## config.mk

```make
export PLATFORM = sky130hd
export DESIGN_NAME = divider_speed_ctrl
export DESIGN_NICKNAME = d
export VERILOG_FILES = /design/src/rtl/divider_speed_ctrl.sv
export SDC_FILE = /design/constraint.sdc
export NUM_CORES = 1
export LEC_CHECK = 0
export ABC_AREA = 1
export BUFFER_PORTS_ARGS = -buffer_cell sky130_fd_sc_hd__buf_2
export CELL_PAD_IN_SITES_DETAIL_PLACEMENT = 0
export CELL_PAD_IN_SITES_GLOBAL_PLACEMENT = 1
export CORE_UTILIZATION = 40
export CTS_BUF_LIST = sky130_fd_sc_hd__clkbuf_4 sky130_fd_sc_hd__clkbuf_8 sky130_fd_sc_hd__clkbuf_16
export DETAILED_ROUTE_END_ITERATION = 16
export PLACE_DENSITY_LB_ADDON = 0.1
export SLEW_MARGIN = 10
export SYNTH_ARGS = -nofsm -noshare
export SYNTH_HDL_FRONTEND = slang
export SYNTH_SLANG_ARGS = --single-unit
```

## constraint.sdc

```tcl
create_clock -name clk -period 21.8 [get_ports clk]
set_clock_uncertainty 0.05 [all_clocks]
set_input_delay 2.18 -clock clk [delete_from_list [all_inputs] [get_ports clk]]
set_output_delay 2.18 -clock clk [all_outputs]
set_load 0.05 [all_outputs]
```

## src/rtl/divider_speed_ctrl.sv

```systemverilog
// Run-time speed controller for the variable-rate clock divider: accepts SET/INC/DEC/JUMP
// commands and ramps the divider speed toward the target in bounded, paced steps.
module divider_speed_ctrl #(
    parameter int unsigned SPEED_W     = 26,
    parameter int unsigned MIN_SPEED   = 1,
    parameter int unsigned MAX_SPEED   = 1000000,
    parameter int unsigned INIT_SPEED  = 1,
    parameter int unsigned RAMP_STEP   = 1000,
    parameter int unsigned RAMP_PERIOD = 500000
) (
    input  logic               clk,
    input  logic               reset,
    input  logic               cmd_valid,
    output logic               cmd_ready,
    input  logic [1:0]         cmd_op,
    input  logic [SPEED_W-1:0] cmd_data,
    output logic [SPEED_W-1:0] speed,
    output logic               div_rst_n,
    output logic               speed_update,
    output logic               busy,
    output logic               at_target
);

    typedef enum logic [1:0] {ST_IDLE, ST_RAMP, ST_SYNC} state_e;

    localparam int unsigned        TIMER_W    = $clog2(RAMP_PERIOD + 1);
    localparam logic [SPEED_W:0]   MIN_X      = (SPEED_W + 1)'(MIN_SPEED);
    localparam logic [SPEED_W:0]   MAX_X      = (SPEED_W + 1)'(MAX_SPEED);
    localparam logic [SPEED_W-1:0] INIT_V     = SPEED_W'(INIT_SPEED);
    localparam logic [SPEED_W-1:0] STEP_V     = SPEED_W'(RAMP_STEP);
    localparam logic [TIMER_W-1:0] TIMER_LAST = TIMER_W'(RAMP_PERIOD - 1);

    state_e             state_q, state_d;
    logic [SPEED_W-1:0] speed_q, speed_d;
    logic [SPEED_W-1:0] target_q, target_d;
    logic [TIMER_W-1:0] timer_q, timer_d;
    logic               rst_hold_q;

    logic               accept;
    logic               jump;
    logic               going_up;
    logic [SPEED_W-1:0] new_target;
    logic [SPEED_W-1:0] delta;
    logic [SPEED_W-1:0] step;
    logic [SPEED_W-1:0] stepped;

    function automatic logic [SPEED_W-1:0] clamp(input logic [SPEED_W:0] v);
        logic [SPEED_W:0] r;
        r = v;
        if (v < MIN_X) r = MIN_X;
        else if (v > MAX_X) r = MAX_X;
        return r[SPEED_W-1:0];
    endfunction

    // rst_hold_q keeps the divider in reset and commands blocked until the cycle after release.
    assign cmd_ready    = !rst_hold_q && (state_q != ST_SYNC);
    assign div_rst_n    = !rst_hold_q && (state_q != ST_SYNC);
    assign speed_update = !rst_hold_q && (state_q == ST_SYNC);
    assign busy         = (state_q != ST_IDLE);
    assign at_target    = (state_q == ST_IDLE);
    assign speed        = speed_q;
    assign accept       = cmd_valid && cmd_ready;

    always_comb begin
        new_target = target_q;
        jump       = 1'b0;
        if (accept) begin
            case (cmd_op)
                2'd0: new_target = clamp({1'b0, cmd_data});
                2'd1: new_target = clamp({1'b0, target_q} + {1'b0, cmd_data});
                2'd2: new_target = (cmd_data > target_q) ? MIN_X[SPEED_W-1:0]
                                                         : clamp({1'b0, target_q - cmd_data});
                default: begin
                    new_target = clamp({1'b0, cmd_data});
                    jump       = 1'b1;
                end
            endcase
        end
    end

    // Steps aim at the freshly updated target so a command on the step edge takes effect at once.
    always_comb begin
        going_up = (new_target > speed_q);
        delta    = going_up ? (new_target - speed_q) : (speed_q - new_target);
        step     = (delta > STEP_V) ? STEP_V : delta;
        stepped  = going_up ? (speed_q + step) : (speed_q - step);
    end

    always_comb begin
        state_d  = state_q;
        speed_d  = speed_q;
        target_d = target_q;
        timer_d  = timer_q;
        case (state_q)
            ST_IDLE: begin
                target_d = new_target;
                if (jump) begin
                    speed_d = new_target;
                    timer_d = '0;
                    state_d = ST_SYNC;
                end else if (new_target != speed_q) begin
                    timer_d = '0;
                    state_d = ST_RAMP;
                end
            end
            ST_RAMP: begin
                target_d = new_target;
                if (jump) begin
                    speed_d = new_target;
                    timer_d = '0;
                    state_d = ST_SYNC;
                end else if (new_target == speed_q) begin
                    timer_d = '0;
                    state_d = ST_IDLE;
                end else if (timer_q == TIMER_LAST) begin
                    speed_d = stepped;
                    timer_d = '0;
                    state_d = ST_SYNC;
                end else begin
                    timer_d = timer_q + TIMER_W'(1);
                end
            end
            ST_SYNC: begin
                timer_d = '0;
                state_d = (speed_q != target_q) ? ST_RAMP : ST_IDLE;
            end
            default: state_d = ST_IDLE;
        endcase
    end

    always_ff @(posedge clk) begin
        if (reset) begin
            state_q    <= ST_IDLE;
            speed_q    <= INIT_V;
            target_q   <= INIT_V;
            timer_q    <= '0;
            rst_hold_q <= 1'b1;
        end else begin
            state_q    <= state_d;
            speed_q    <= speed_d;
            target_q   <= target_d;
            timer_q    <= timer_d;
            rst_hold_q <= 1'b0;
        end
    end

endmodule
```

---- Yosys cells after proc, flatten, opt, wreduce, memory -nomap -nowiden ----
Index checks and enable logic that the tools add are counted.
word-level totals
  flip-flop bits (word level) ............. 74
  input bits .............................. 31
  output and inout port bits .............. 31
  word-level logic and storage cells ...... 82
operators by class
  add/subtract/negate cells ............... 7
  magnitude comparators ................... 9
  equal/unequal tests ..................... 14
  mux-type cells .......................... 33
  reductions and logical operators ........ 14
operators with widths
  operator               count
  $mux 26                15
  $pmux 26 s2            2
  $sub 26x26->26         4
  $mux 19                5
  $pmux 19 s3            1
  $gt 26x20->1 const B   2
  $gt 26x26->1           2
  $lt 26x1->1 const B    2
  $ne 26x26->1           2
  $add 26x26->27         1
  $gt 27x20->1 const B   1
  $lt 27x1->1 const B    1
  $add 26x26->26         1
  $eq 26x26->1           1
  $gt 26x10->1 const B   1
  $add 19x1->19 const B  1
  $eq 19x19->1 const B   1
  $mux 2                 5
  $ne 3x3->1 const B     2
  $pmux 2 s3             1
  $eq 2x1->1 const B     2
  $eq 2x2->1 const B     2
  $logic_not 2->1        2
  $mux 1                 4
  12 further kinds       16

---- Logic depth before layout (Yosys ltp) ----
Gate-level depths: netlist of the first run.
  depth after elaboration ................. 17
  mapped depth ............................ 81
  gate-level depth less buffers ........... 80

---- Worst setup path after synthesis of the first run ----
OpenSTA, ideal clock, no wires.
  path kind ............................... input -> register
  start ................................... input cmd_data[3]
  end ..................................... register speed_q[25], in the netlist speed[25]
  setup time .............................. 0.132 ns
  arrival time ............................ 11.093 ns
  required time ........................... 21.618 ns
  setup slack ............................. 10.525 ns
  cell stages on the path ................. 77
  buffers on the path ..................... 3
  cell sequence ........................... inv_1 ha_1 buf_6 nor2_2 nand3_1 nand2_1 nand2_1 nand3b_1 nand2_1 nand2_1 xor2_1 nand3_1 a21oi_1 nand2_1 nor4_1 nor2_1 inv_1 nor2_1 (+41 left out) nand3_1 nand2_1 inv_1 o21ai_0 a21oi_1 inv_1 a21oi_1 o21ai_0 nand3_1 nand2_1 a21oi_1 o21bai_1 xor2_1 inv_1 nand2_1 nand3_1 nand2_1 a21oi_1
on the way
  word-level cells in the longest chain between the ends .. 17
  elaborated cells between the ends (all ways) .. 35
  those cells by class .................... 6 x add/sub; 9 x order compare; 2 x eq/ne; 17 x mux; 1 x reduce/logical
RTL lines
  what                                              RTL line  RTL
  start: declaration                                16        input logic [SPEED_W-1:0] cmd_data,
  $sub 26x26->26                                    72        : clamp({1'b0, target_q - cmd_data});
  $gt 26x20->1                                      51        else if (v > MAX_X) r = MAX_X;
  $mux 26                                           51
  $mux 26                                           50        if (v < MIN_X) r = MIN_X;
  $mux 26                                           71        2'd2: new_target = (cmd_data > target_q) ? MIN_X[SPEED_W-1:0]
  $pmux 26 s2 *                                     68        case (cmd_op)
  $mux 26 *                                         67        if (accept) begin
  via new_target[3]                                 42        logic [SPEED_W-1:0] new_target;
  (+2 left out)                                     n/a
  $gt 26x10->1                                      85        step = (delta > STEP_V) ? STEP_V : delta;
  $mux 26                                           85
  $sub 26x26->26 or $add 26x26->26 (tied branches)  86        stepped = going_up ? (speed_q + step) : (speed_q - step);
  $mux 26                                           86
  $mux 26                                           115       end else if (timer_q == TIMER_LAST) begin
  $mux 26                                           112       end else if (new_target == speed_q) begin
  $mux 26                                           108       if (jump) begin
  $pmux 26 s2                                       94        case (state_q)
  end signal: assignment                            140       speed_q <= speed_d;
  end: declaration                                  34        logic [SPEED_W-1:0] speed_q, speed_d;
The timed path passes the listed nets; every way through them passes the cells marked *. The select of a mux whose other input is x is not followed.
A chain may end at the register's enable or synchronous reset.

---- Worst setup path after layout of the first run ----
  start ................................... input cmd_data[0]
  end ..................................... register speed_q[24], in the netlist speed[24]
Same word-level chain as after synthesis.

==> results of run 1 <==
-- logic make-up (layout without fill, tap and decap cells) --
group	Yosys count	in the layout
AND/OR/NAND/NOR	1170	1170
adder cells (fa/ha/maj)	137	137
buffers and inverters	427	450
XOR/XNOR	53	53
flip-flops	74	74
multiplexers	1	1
AO/OA/AOI/OAI	464	464
-- flip-flops by register name, summed over array words and instances (netlist names) --
signal	count
timer_q	19
state_q	2
target_q	26
rst_hold_q	1
speed	26
-- power by group through the flow --
stage	Clock (uW)	Combinational, uW	Sequential, uW
global placement	0	393	151
floorplan	0	282	152
finish	175	402	148
CTS	179	392	148
detailed placement	0	390	151
global route	183	447	149
-- final cells by class --
type	instances	area share, %
Clock buffer	11	1.81
Clock inverter	5	0.609
Inverter	368	9.89
Multi-Input combinational cell	1825	70.7
Sequential cell	74	10.6
Tap cell	435	3.90
Timing Repair Buffer	66	2.46
-- routing by layer --
metal	up-vias	GRT usage, %
li1	7643	-
met1	7069	48.9
met2	570	48.6
met3	43	8.00
met4	0	5.24
met5	-	0
-- worst min-delay path by stage --
| stage | startpoint | slack, ps | end | cells past startpoint |
|---|---|---|---|---|
| after floorplan | timer_q[9] | 410 | timer_q[9] | 2 |
| after global placement | timer_q[1] | 420 | timer_q[1] | 2 |
| after detailed placement | timer_q[0] | 440 | timer_q[0] | 2 |
| after CTS | timer_q[0] | 440 | timer_q[0] | 2 |
| after global routing | timer_q[9] | 470 | timer_q[9] | 2 |
| final | timer_q[0] | 440 | timer_q[0] | 2 |
-- synth_stat cells, drive strengths merged, types with 9 or more instances --
master	instances
nand2	655
inv	365
nor2	223
a21oi	212
nand3	158
o21ai	152
ha	132
dfxtp	74
nand4	49
nor3	41
xor2	35
clkbuf	33
buf	26
xnor2	18
nor4	15
o211ai	15
o21bai	15
or2	12
a211oi	11
o41ai	10
o21a	9
-- per-stage QoR --
stage               util [%]  area (um^2)  worst slack (ps)  power, uW  hold slack (ps)
floorplan                  -        13100             10530        434              405
global placement        42.8        13600              6810        544              423
detailed placement      42.8        13600              6570        541              436
CTS                     43.9        14000              6900        719              444
global route            43.9        14000              5060        779              468
finish                  43.9        14000              6360        725              444
-- worst reg2reg max path, delay by kind of cell (launching register included) --
kind / cells / cell delay [ps]
flip-flops: 1 / 340
adder cells (fa/ha/maj): 5 / 1700
AND/OR/NAND/NOR: 33 / 6110
buffers and inverters: 9 / 1450
XOR/XNOR: 1 / 140
AO/OA/AOI/OAI: 21 / 4000
==> results.tsv, run 1 <==
metric	value	unit
status	finished, final reports clean	
Post-Route WL	54900	um
clock sinks	74	
static leakage	0.00714	uW
# Max-Cap Violations	0	
FF-to-FF End	speed[24]	
deepest clock path buffer count	2	
CP bufs+invs	9	
area of the multi-input gates	9870	um^2
sequential area share after synthesis	11.3	%
Crit Reg-Reg Startpoint	target_q[0]	
WP data required	21950	ps
worst slew pin tran	1000	ps
commonest non-fill, non-tap cell in the layout	nand2_1	
Post-synth ARST share	0	%
Crit path largest cell delay	730	ps
Antenna Cells	0	
number of synthesis warnings	0	
vias per cell	5.50	
H-tree Lvls	3	
Netlist cell types	61	
Setup TNS	0	ps
CTS tree	yes	
Max-slew headroom	32.6	%
prevailing post-synth register cell	dfxtp_1	
routability congestion estimate	0.999	
Hold Buf Count CTS	0	
fill count	3604	
register area	1480	um^2
top routing layer used	met4	
pin count of the biggest net entering global routing	46	
main combinational cell family by area after synthesis	simple AND/OR/NAND/NOR gates	
number of synthesized flops with an enable pin	0	
Clock transition at path regs	60	ps
final worst path period share	70.8	%
Die X-Extent	183	um
multiplexer share of the synthesized area	0.0863	%
Largest delay share family, worst path	simple AND/OR/NAND/NOR gates	
Worst setup endpoint	speed[24]	
combinational share of power	55.5	%
hpwl dp	45900	um
CTS buffer count	9	
starting DRC count in detailed routing	1434	
Mean Syn Cell Area	5.61	um^2
sw power	362	uW
met3 WL post-DR	5060	um
fraction of layout cells with a size suffix above 1	6.26	%
row count	65	
post-synth top area cell	nand2_1	
input/output buffers	61	
crit path DAT	15590	ps
Area contributors post-synth	nand2_1, ha_1, dfxtp_1, inv_1, a21oi_1	
core area	31800	um^2
Final nets	2512	
Area Growth Syn to Fin	6.97	%
Max Clk Rate	64.8	MHz
CP startpoint	cmd_data[0]	
synthesized area	13100	um^2
Clk Latency, worst-skew pair	370	ps
critical path class	in -> reg	
RSZ-0062 raised after global routing	no	
critical path depth	69	
Global Route Usage Sum	33.1	%
via count	15300	
clock network power share	24.1	%
post-synthesis register bit count	74	
initial antenna violation count	0	
final hold viol count	0	
Reg2Reg Depth	69	
CP max stage cell	a2111oi_0	
CTS resizes	0	
most frequent cells in the layout	nand2_1, inv_1, a21oi_1	
Simple-Gate Fraction of Synth Area	38.5	%
minimum clock period	15440	ps
R2R setup slack	7870	ps
sequential share of power	20.4	%
post-synthesis cell count	2326	
Setup crit end kind	register	
first-pass GRT wire length	84400	um
Remaining Overflow, GRT	0	
post-synth net total	2494	
XOR/XNOR Fraction of Synth Area	3.61	%
Layout Cells excl Fill	2784	
vias in the first global route	14300	
Inst Count DP	2768	
Compound-Gate Fraction of Synth Area	20.1	%
drt drc	0	
Sw Share	49.9	%
top cell type's share of synthesized area	18.5	%
Post-CTS Setup Bufs	0	
Antenna Nets Post-Route	0	
clock root buffer	clkbuf_16	
PwrDens	51.9	nW/um^2
setup violators final	0	
Peak VDD IR	44.8	uV
Int Power	363	uW
Die H	183	um
I/O Pins	62	
Hold Crit Class	reg -> reg	
worst-path maximum fanout	44	
routed length on met1	26900	um
Starting Density	41.0	%
Synth Area in Adders	13.4	%
WL/cell	19.7	um
met2 WL	22200	um
Max Slew Vio Count	0	
first drt pass iteration count	6	
CP startpoint kind	input port	
die area	33400	um^2
Note: power is estimated with default switching activity, not from simulation.
==> run 2: changes to the inputs <==
Clock period 21.8 ns to 15.4 ns, I/O delays scaled along.
==> results.tsv, run 2 (synthesized netlist as in run 1, its figures left out) <==
metric	value	unit
Setup crit end kind	register	
input/output buffers	61	
PwrDens	74.6	nW/um^2
Largest delay share family, worst path	simple AND/OR/NAND/NOR gates	
Hold Crit Class	reg -> reg	
Finished Cell Area	14000	um^2
FF-to-FF End	speed[25]	
critical path class	in -> reg	
CP max stage cell	fa_1	
clock sinks	74	
Critical Path Most Common Cell	nand2_1	
Die H	183	um
CTS tree	yes	
fill count	3642	
Post-CTS Setup Bufs	0	
Global Route Usage Sum	33.0	%
Max Slew Vio Count	0	
Max-slew headroom	37.9	%
starting DRC count in detailed routing	1410	
minimum clock period	13830	ps
fraction of layout cells with a size suffix above 1	6.34	%
Clk Latency, worst-skew pair	360	ps
first-pass GRT wire length	83700	um
Max Clk Rate	72.3	MHz
vias in the first global route	14100	
Area after DPL	13600	um^2
Setup TNS	0	ps
hold_sp	timer_q[9]	
pin count of the biggest net entering global routing	46	
CTS buffer count	9	
I/O Pins	62	
commonest non-fill, non-tap cell in the layout	nand2_1	
Hold Buf Count CTS	0	
final hold viol count	0	
# Max-Cap Violations	0	
Clock transition at path regs	60	ps
RSZ-0062 raised after global routing	no	
Antenna Cells	0	
deepest clock path buffer count	2	
static leakage	0.00717	uW
row count	65	
clock root buffer	clkbuf_16	
CP startpoint kind	input port	
Die X-Extent	183	um
CP bufs+invs	11	
vias per cell	5.52	
final worst path period share	89.8	%
most frequent cells in the layout	nand2_1, inv_1, a21oi_1	
area of the multi-input gates	9870	um^2
via count	15400	
core area	31800	um^2
Hold Path Depth	2	
Antenna Nets Post-Route	0	
drt drc	0	
Remaining Overflow, GRT	0	
worst slew pin tran	923	ps
Final nets	2514	
crit path DAT	13990	ps
Post-Route WL	54900	um
first drt pass iteration count	6	
status	finished, final reports clean	
setup violators final	0	
hpwl dp	46200	um
CTS resizes	0	
H-tree Lvls	3	
Reg2Reg Depth	73	
Crit path largest cell delay	560	ps
worst-path maximum fanout	25	
WP data required	15560	ps
die area	33400	um^2
register area	1480	um^2
Area Growth Syn to Fin	7.26	%
Peak VDD IR	60.4	uV
Starting Density	41.0	%
R2R setup slack	2440	ps
Crit Reg-Reg Startpoint	target_q[0]	
Worst Hold Endpoint	timer_q[9]	
initial antenna violation count	0	
routability congestion estimate	1.01	
Hold WS	441	ps
WL/cell	19.7	um
run 2: cell types whose count changed in the layout (fill, tap and decap cells not counted), sizes merged:
cell | previous run | this run
clkinv | 4 | 3
inv | 366 | 367
bufinv | 2 | 3
buf | 66 | 68
clkinvlp | 1 | 0
run 2: cell type report:
cell class | count | share of cell area [%]
clock inverter | 5 | 0.769
timing repair buffer | 68 | 2.56
sequential | 74 | 10.6
tap | 435 | 3.89
multi-input combinational | 1825 | 70.5
clock buffer | 11 | 1.81
inverter | 368 | 9.87
run 2: power by group:
part	total [uW]	switching, uW	internal (uW)
Sequential	210	12.1	198
Combinational	571	405	166
Clock	263	94.8	168
Total	1040	512	532
run 2: how the worst max path moves through the flow:
| stage | start | to | slack, ps | cells past startpoint |
|---|---|---|---|---|
| floorplan | cmd_data[3] | speed[25] | 4770 | 77 |
| global placement | cmd_data[0] | speed[24] | 1790 | 69 |
| detailed placement | cmd_data[0] | speed[24] | 1610 | 69 |
| CTS | cmd_data[0] | speed[24] | 1880 | 69 |
| global route | cmd_data[0] | speed[24] | 50 | 69 |
| finish | cmd_data[0] | speed[25] | 1570 | 73 |
run 2: per-layer routing:
metal  vias up  part of all wire (%)  track usage, %
met5         -                     0               0
met4         0                   1.9            6.92
met3        58                   9.6            8.14
met2       618                    40            48.1
met1      7083                    48            48.3
li1       7633                     -               -
run 2: through the flow:
stage                     utilization [%]  cells  setup slack, ps  power, uW
final                                44.0   2786             1570       1040
after global routing                 44.0   2786             53.4       1120
after CTS                            44.0   2786             1880       1030
after detailed placement             42.9   2770             1610        768
after global placement               42.9   2770             1790        771
after floorplan                         -   2326             4770        614
run 2: worst reg2reg max path: cells and delay by family, from the launching register on:
family | cells | cell delay (ps)
simple gates | 37 | 5850
flops | 1 | 350
fa+ha+maj | 5 | 1730
xor+xnor | 2 | 360
buf+inv | 11 | 1260
compound gates | 18 | 3180
==> run 3: changes to the inputs <==
Settings changed: CORE_MARGIN from default to 4, GPL_TIMING_DRIVEN from default to 0.
==> results.tsv, run 3 (synthesized netlist as in run 1, its figures left out) <==
metric	value	unit
row count	65	
WP data required	15560	ps
worst slew pin tran	894	ps
Die H	189	um
crit path DAT	14420	ps
initial antenna violation count	0	
sw power	524	uW
Clk Latency, worst-skew pair	360	ps
critical path class	in -> reg	
first drt pass iteration count	6	
I/O Pins	62	
register area	1480	um^2
Int Power	519	uW
static leakage	0.00729	uW
setup violators final	0	
Hold Crit Class	reg -> reg	
CTS buffer count	9	
minimum clock period	14260	ps
Antenna Cells	0	
Starting Density	40.9	%
CP max stage cell	nor2_1	
Max Clk Rate	70.1	MHz
Final Core Density	44.7	%
drt drc	0	
vias in the first global route	14300	
Max-slew headroom	39.8	%
Clock transition at path regs	70	ps
RSZ-0062 raised after global routing	no	
core area	31900	um^2
Sw Share	50.3	%
combinational share of power	56.6	%
Crit path largest cell delay	620	ps
CTS tree	yes	
sequential share of power	20.0	%
routability congestion estimate	0.968	
Max Slew Vio Count	0	
pin count of the biggest net entering global routing	15	
die area	35600	um^2
final hold viol count	0	
via count	15800	
Area Growth Syn to Fin	9.15	%
H-tree Lvls	3	
fraction of layout cells with a size suffix above 1	7.16	%
Setup crit end kind	register	
commonest non-fill, non-tap cell in the layout	nand2_1	
deepest clock path buffer count	2	
worst-path maximum fanout	10	
vias per cell	5.55	
status	finished, final reports clean	
hpwl dp	48000	um
input/output buffers	61	
fill count	3620	
Critical Path Most Common Cell	nand2_1	
Post-Route WL	55100	um
clock sinks	74	
Hold Buf Count CTS	0	
# Max-Cap Violations	0	
Global Route Usage Sum	30.0	%
PwrDens	73.2	nW/um^2
CP startpoint kind	input port	
Antenna Nets Post-Route	0	
Remaining Overflow, GRT	0	
most frequent cells in the layout	nand2_1, inv_1, a21oi_1	
first-pass GRT wire length	83600	um
Setup TNS	0	ps
Peak VDD IR	51.4	uV
starting DRC count in detailed routing	1639	
Die X-Extent	189	um
final worst path period share	92.6	%
clock root buffer	clkbuf_16	
Final nets	2566	
area of the multi-input gates	9880	um^2
clock network power share	23.4	%
WL/cell	19.4	um
==> run 3: cell count changes in the layout (fill, tap and decap cells not counted) <==
cell	change
clkbuf_1	+31
buf_2	+9
buf_4	+5
buf_6	+5
clkbuf_2	+2
clkinv_4	+2
nor2_1	-2
nor2_2	+2
bufinv_16	-1
clkbuf_8	-1
inv_6	-1
inv_8	+1
o21ai_0	-1
o21ai_1	+1
==> run 3: critical path: cells and delay by family <==
family          cells  cell delay, ps
fa+ha+maj           5            1590
buf+inv            12            2300
xor+xnor            2             350
compound gates     18            3670
simple gates       34            4950
==> run 3: what timing repair did <==
| action | CTS | global route |
|---|---|---|
| resized for setup | 0 | 7 |
| setup buffers | 0 | 0 |
| endpoints found under the setup margin | 0 | 5 |
==> run 3: power by group through the flow <==
stage / sequential, uW / combinational, uW / clock, uW
4_1_cts: 209 / 571 / 250
2_1_floorplan: 215 / 400 / 0
3_5_place_dp: 213 / 568 / 0
5_1_grt: 210 / 650 / 256
6_report: 209 / 590 / 244
3_3_place_gp: 213 / 568 / 0
==> run 3: path summary, 6_finish.rpt <==
kind,slack [ps],end,depth (start not counted),startpoint
max,1140,speed[25],71,cmd_data[0]
min,440,timer_q[9],2,timer_q[9]
max reg2reg,1980,speed[25],71,target_q[0]
min reg2reg,440,timer_q[9],2,timer_q[9]
==> run 3: layout make-up <==
class	count	share of cell area, %
multi-input cells	1825	69.3
flip-flops and latches	74	10.4
inverters	368	9.70
well taps	435	3.82
repair buffers	61	2.14
clock buffers	10	1.68
clock inverters	6	0.685
plain buffers	59	2.23
==> run 3: metal layers <==
| metal | track usage, % | part of all wire (%) | vias up |
|---|---|---|---|
| li1 | - | - | 7757 |
| met1 | 46.1 | 49 | 7323 |
| met2 | 43.3 | 40 | 630 |
| met3 | 6.22 | 9.1 | 45 |
| met4 | 5.33 | 1.6 | 0 |
| met5 | 0 | 0 | - |
==> run 3: per-stage QoR <==
step | hold WS, ps | instances | setup slack (ps) | total power [uW] | instance area (um^2)
after floorplan | 405 | 2326 | 4770 | 614 | 13100
after global placement | 420 | 2822 | 780 | 781 | 13900
after detailed placement | 427 | 2822 | 924 | 781 | 13900
after CTS | 437 | 2838 | 1250 | 1030 | 14200
after global routing | 466 | 2838 | 122 | 1120 | 14200
final | 439 | 2838 | 1140 | 1040 | 14200
